[src/rtl/avg_frame_sequencer.sv]
// rtl/avg_frame_sequencer.sv - frame loader and 2x2 window averaging sequencer
module avg_frame_sequencer #(
    parameter int ROWS = 16,
    parameter int COLS = 8,
    parameter int DW   = 8
) (
    input  logic                      clk,
    input  logic                      reset,
    input  logic                      in_valid,
    input  logic [DW-1:0]             data,
    output logic                      busy,
    output logic                      valid,
    output logic [DW-1:0]             out,
    output logic [$clog2(ROWS)-1:0]   win_row,
    output logic [$clog2(COLS)-1:0]   win_col,
    output logic                      done
);

    localparam int NPIX = ROWS * COLS;
    localparam int AW   = $clog2(NPIX);
    localparam int RW   = $clog2(ROWS);
    localparam int CW   = $clog2(COLS);

    typedef enum logic {
        LOAD = 1'b0,
        CALC = 1'b1
    } state_t;

    state_t          state_q;
    state_t          state_d;

    logic [DW-1:0]   mem [NPIX];
    logic [AW-1:0]   cnt;
    logic [RW-1:0]   r;
    logic [CW-1:0]   c;
    logic [1:0]      step;
    logic [DW+1:0]   acc;
    logic [DW+1:0]   acc_sum;
    logic [DW-1:0]   rd_pix;
    logic [AW-1:0]   rd_addr;
    logic            last_pix;
    logic            last_col;
    logic            last_win;

    // step[0] selects the right-hand column, step[1] the lower row of the window
    assign rd_addr  = AW'((int'(r) + int'(step[1])) * COLS + int'(c) + int'(step[0]));
    assign rd_pix   = mem[rd_addr];
    assign acc_sum  = (step == 2'd0) ? {2'b00, rd_pix} : acc + {2'b00, rd_pix};
    assign last_pix = (cnt == AW'(NPIX - 1));
    assign last_col = (c == CW'(COLS - 2));
    assign last_win = last_col && (r == RW'(ROWS - 2)) && (step == 2'd3);
    assign busy     = (state_q == CALC);

    // state register
    always_ff @(posedge clk) begin
        if (reset) begin
            state_q <= LOAD;
        end else begin
            state_q <= state_d;
        end
    end

    // next-state: LOAD until the frame is full, CALC until the last window retires
    always_comb begin
        state_d = state_q;
        case (state_q)
            LOAD: if (in_valid && last_pix) state_d = CALC;
            CALC: if (last_win)             state_d = LOAD;
        endcase
    end

    // frame buffer write port, open only while loading
    always_ff @(posedge clk) begin
        if (!reset && state_q == LOAD && in_valid) begin
            mem[cnt] <= data;
        end
    end

    // pixel counter, window walk, accumulator and result registers
    always_ff @(posedge clk) begin
        if (reset) begin
            cnt     <= '0;
            r       <= '0;
            c       <= '0;
            step    <= '0;
            acc     <= '0;
            valid   <= 1'b0;
            done    <= 1'b0;
            out     <= '0;
            win_row <= '0;
            win_col <= '0;
        end else begin
            valid <= 1'b0;
            done  <= 1'b0;
            if (state_q == LOAD) begin
                if (in_valid) begin
                    cnt <= last_pix ? '0 : cnt + AW'(1);
                end
            end else begin
                acc  <= acc_sum;
                step <= step + 2'd1;
                if (step == 2'd3) begin
                    out     <= acc_sum[DW+1:2];
                    win_row <= r;
                    win_col <= c;
                    valid   <= 1'b1;
                    done    <= last_win;
                    if (last_col) begin
                        c <= '0;
                        r <= last_win ? '0 : r + RW'(1);
                    end else begin
                        c <= c + CW'(1);
                    end
                end
            end
        end
    end

endmodule

[config.mk]
export PLATFORM = sky130hd
export DESIGN_NAME = avg_frame_sequencer
export DESIGN_NICKNAME = d
export VERILOG_FILES = /design/src/rtl/avg_frame_sequencer.sv
export SDC_FILE = /design/constraint.sdc
export NUM_CORES = 1
export LEC_CHECK = 0
export CORE_MARGIN = 2
export CORE_UTILIZATION = 50
export CTS_CLUSTER_DIAMETER = 100
export DETAILED_ROUTE_END_ITERATION = 16
export GPL_ROUTABILITY_DRIVEN = 0
export PLACE_DENSITY = 0.7
export REMOVE_ABC_BUFFERS = 1
export SKIP_CTS_REPAIR_TIMING = 1
export SYNTH_ARGS = -nofsm -noshare
export SYNTH_HDL_FRONTEND = slang
export SYNTH_SLANG_ARGS = --single-unit
[constraint.sdc]
create_clock -name clk -period 6.5 [get_ports clk]
set_input_delay 0.975 -clock clk [delete_from_list [all_inputs] [get_ports clk]]
set_output_delay 0.975 -clock clk [all_outputs]
set_load 0.01 [all_outputs]
==> metrics.md <==
| Metric | Value |
|---|---|
| Net load switching power | `2710 uW` |
| Largest net degree at the start of global routing | `121` |
| Hold Fails Final Rpt | `0` |
| Maximum vdd drop | `209 uV` |
| Req. time, crit path | `7.05 ns` |
| Most used cell along the critical path | `o21ai_0` |
| Setup CP Type | `reg -> reg` |
| Longest Clk Path Bufs | `3` |
| HP Class | `reg -> reg` |
| Chip Width | `295 um` |
| CTS root buf | `clkbuf_16` |
| Slew Viols, Final | `0` |
| Total CTS buffers | `104` |
| Asr flop ratio synth | `0%` |
| Row count | `106` |
| Sw frac | `19.7%` |
| Cell count after synthesis | `2,067` |
| Top_reg_cell synth | `edfxtp_1` |
| Pint | `11,100 uW` |
| CP top delay family | `compound AO/OA/AOI/OAI gates` |
| Slowest-stage cell, CP | `xor2_4` |
| Total Neg Setup Slack | `0 ns` |
| Pre-CTS setup slack | `1.12 ns` |
| DRT antenna net count | `0` |
| Tightest Pin Transition | `1.25 ns` |
| FMAX | `0.182 GHz` |
| CTS sink cnt | `1,068` |
| Initial Util | `50.5%` |
| Diode count | `0` |
| Slew HR | `16.7%` |
| Total of max-cap violations | `0` |
| H-tree depth | `3` |
| Vias in the first global route | `20,500` |
| Remaining DRCs | `0` |
| Synthesis Warnings | `0` |
| Post-synthesis cell area | `42,200 um^2` |
| Leakage | `0.0144 uW` |
| Die height | `295 um` |
| FILL cells | `6,003` |
| Seq cells post-synth | `1,068` |
| I/O pins | `29` |
| Part of the power in registers | `54.8%` |
| Finish-stage setup viols | `0` |
| Final HPWL DP | `56.5 mm` |
| Share of cells above drive strength 1 | `24.2%` |
| Layout Nets | `2,164` |
| Startpoint types | `register` |
| Crit end category | `register` |
| Comb power frac | `1.2%` |
| Syn Area/Cell | `20.4 um^2` |
| Initial antenna violation count | `0` |
| Pwr Density | `291 nW/um^2` |
| Crit-path max cell delay | `1.04 ns` |
| First-pass GRT wire length | `138 mm` |
| Netlist cell types | `50` |
| Clock Latency Late Sink | `0.68 ns` |
| Post-place instance area | `43,900 um^2` |
| Buf/Inv on CP | `2` |
| Gr ovfl total | `0` |
| Total Power | `13,800 uW` |
| Tcrit/Tclk final | `84.6%` |
| Die area | `86,800 um^2` |
| Design Area, Final | `47,300 um^2` |
| Final wirelength | `93.0 mm` |
| Crit path DAT | `6.05 ns` |
| Crit path time final | `5.50 ns` |
| RSZ-0062 raised after global routing | `false` |
| Vias | `20,500` |
| Worst-path cell chain | `nand3_1 -> xor2_4 -> buf_4 -> mux4_2 -> nand3_1 -> a311oi_1 -> nor2_1 -> nand2_1 -> ha_1 -> inv_1 -> fa_1 -> nor2b_1 -> o21ai_0 -> a21boi_0 -> o21ai_0 -> a21oi_1 -> o21ai_0 -> a22oi_1 -> nor2_1` |
| Core Footprint | `83,700 um^2` |
| Vias per Instance | `6.11` |
| DR WL/cell | `27.7 um` |
| Initial DRC Count | `2,488` |
| CTS tree | `yes` |
| Port Buffer Count | `28` |
| Clock share of power | `44.0%` |
| Core Util, Final | `56.6%` |
| Status | `complete, no violations` |
| Crit-path max FO | `24` |
| Sequential cell area fraction in the yosys report | `74.9%` |
| Final WS setup | `1.00 ns` |
| Area delta synth->final | `12.1%` |
| First-pass DRT Iterations | `5` |
| Final Skew | `0.0315 ns` |
| Post-synth EDFFs | `1,024` |
| Clk slew on worst S/H paths | `0.06 ns` |
| Gr usage total | `21.8%` |
-- cell usage in the layout, fill, tap and decap left out, drive strengths merged, types with 13 or more instances in the layout --
master,netlist,layout
edfxtp,1024,1024
nand3,18,18
xnor2,13,13
o21ai,13,13
dfxtp,44,44
mux2i,18,18
a21oi,55,55
nor3,29,29
nor2,165,165
buf,64,61
bufinv,0,14
mux4,305,305
clkbuf,55,118
nand2,101,101
clkdlybuf4s50,0,19
ha,18,18
clkinv,3,53
inv,22,25
-- worst register-to-register path: stages, from the launching register on --
cell	delay, ns
dfxtp_1	0.66
nand3_1	0.33
xor2_4	1.04
buf_4	0.40
mux4_2	0.28
nand3_1	0.10
a311oi_1	0.42
nor2_1	0.11
nand2_1	0.09
ha_1	0.16
inv_1	0.06
fa_1	0.43
nor2b_1	0.12
o21ai_0	0.12
a21boi_0	0.25
o21ai_0	0.15
a21oi_1	0.26
o21ai_0	0.12
a22oi_1	0.24
nor2_1	0.06
-- through the flow --
step | instances | hold slack, ns
2_1_floorplan | 1948 | 0.455
3_3_place_gp | 3162 | 0.448
3_5_place_dp | 3162 | 0.462
4_1_cts | 3355 | 0.470
5_1_grt | 3355 | 0.492
6_report | 3355 | 0.468
-- cell families after synthesis --
logic type / synth area share (%)
AO/OA/AOI/OAI: 1.91
AND/OR/NAND/NOR: 3.68
buffers and inverters: 1.73
flip-flops: 74.9
adder cells (fa/ha/maj): 0.581
multiplexers: 16.7
XOR/XNOR: 0.536
-- area by class of cell --
cell class	count	area (um^2)	area share, %
clock buffers	118	2660	5.61
clock inverters	75	800	1.69
inverters	25	93.8	0.198
multi-input cells	855	9970	21.1
flip-flops and latches	1068	31600	66.8
well taps	1134	1420	3.00
repair buffers	80	771	1.63
-- cells in the mapped netlist (all sizes together), types with 11 or more instances --
cell type | count | area [um^2]
buf | 64 | 429
mux4 | 305 | 6870
nor3 | 29 | 150
a21oi | 55 | 298
mux2i | 18 | 180
dfxtp | 44 | 881
xor2 | 12 | 113
nand2 | 101 | 379
o22ai | 12 | 75.1
ha | 18 | 225
nand3 | 18 | 90.1
xnor2 | 13 | 114
nor2 | 165 | 619
clkbuf | 55 | 206
or3 | 11 | 68.8
o21ai | 13 | 65.1
edfxtp | 1024 | 30700
inv | 22 | 82.6
-- worst paths after layout --
check	start	endpoint	slack, ns	depth (start not counted)
max	c[2]$_SDFFE_PP0P_	acc[8]$_SDFFE_PP0P_	1.00	19
min	win_row[3]$_SDFFE_PP0P_	win_row[3]$_SDFFE_PP0P_	0.47	2
max reg2reg	c[2]$_SDFFE_PP0P_	acc[8]$_SDFFE_PP0P_	1.00	19
min reg2reg	win_row[3]$_SDFFE_PP0P_	win_row[3]$_SDFFE_PP0P_	0.47	2
-- state kept, by name, summed over array words and instances (netlist names) --
| name | flops |
|---|---|
| out | 8 |
| busy | 1 |
| acc | 10 |
| done | 1 |
| mem | 1024 |
| cnt | 7 |
| valid | 1 |
| c | 3 |
| step | 2 |
| win_row | 4 |
| r | 4 |
| win_col | 3 |
-- routing by layer --
layer / global-route usage (%) / vias to the layer above / share of wire [%]
met2: 34.0 / 1009 / 48
met4: 5.82 / 0 / 2.1
met3: 3.68 / 121 / 8.4
li1: - / 8604 / -
met5: 0 / - / 0
met1: 32.2 / 10800 / 41
-- power groups by stage --
stage	sequential (uW)	clock, uW	combinational (uW)
final	7540	6070	162
after global routing	7540	6410	175
after CTS	7540	6140	163
after detailed placement	7690	0	164
after global placement	7690	0	152
after floorplan	7690	0	26.1
(Power assumes the default switching activity.)
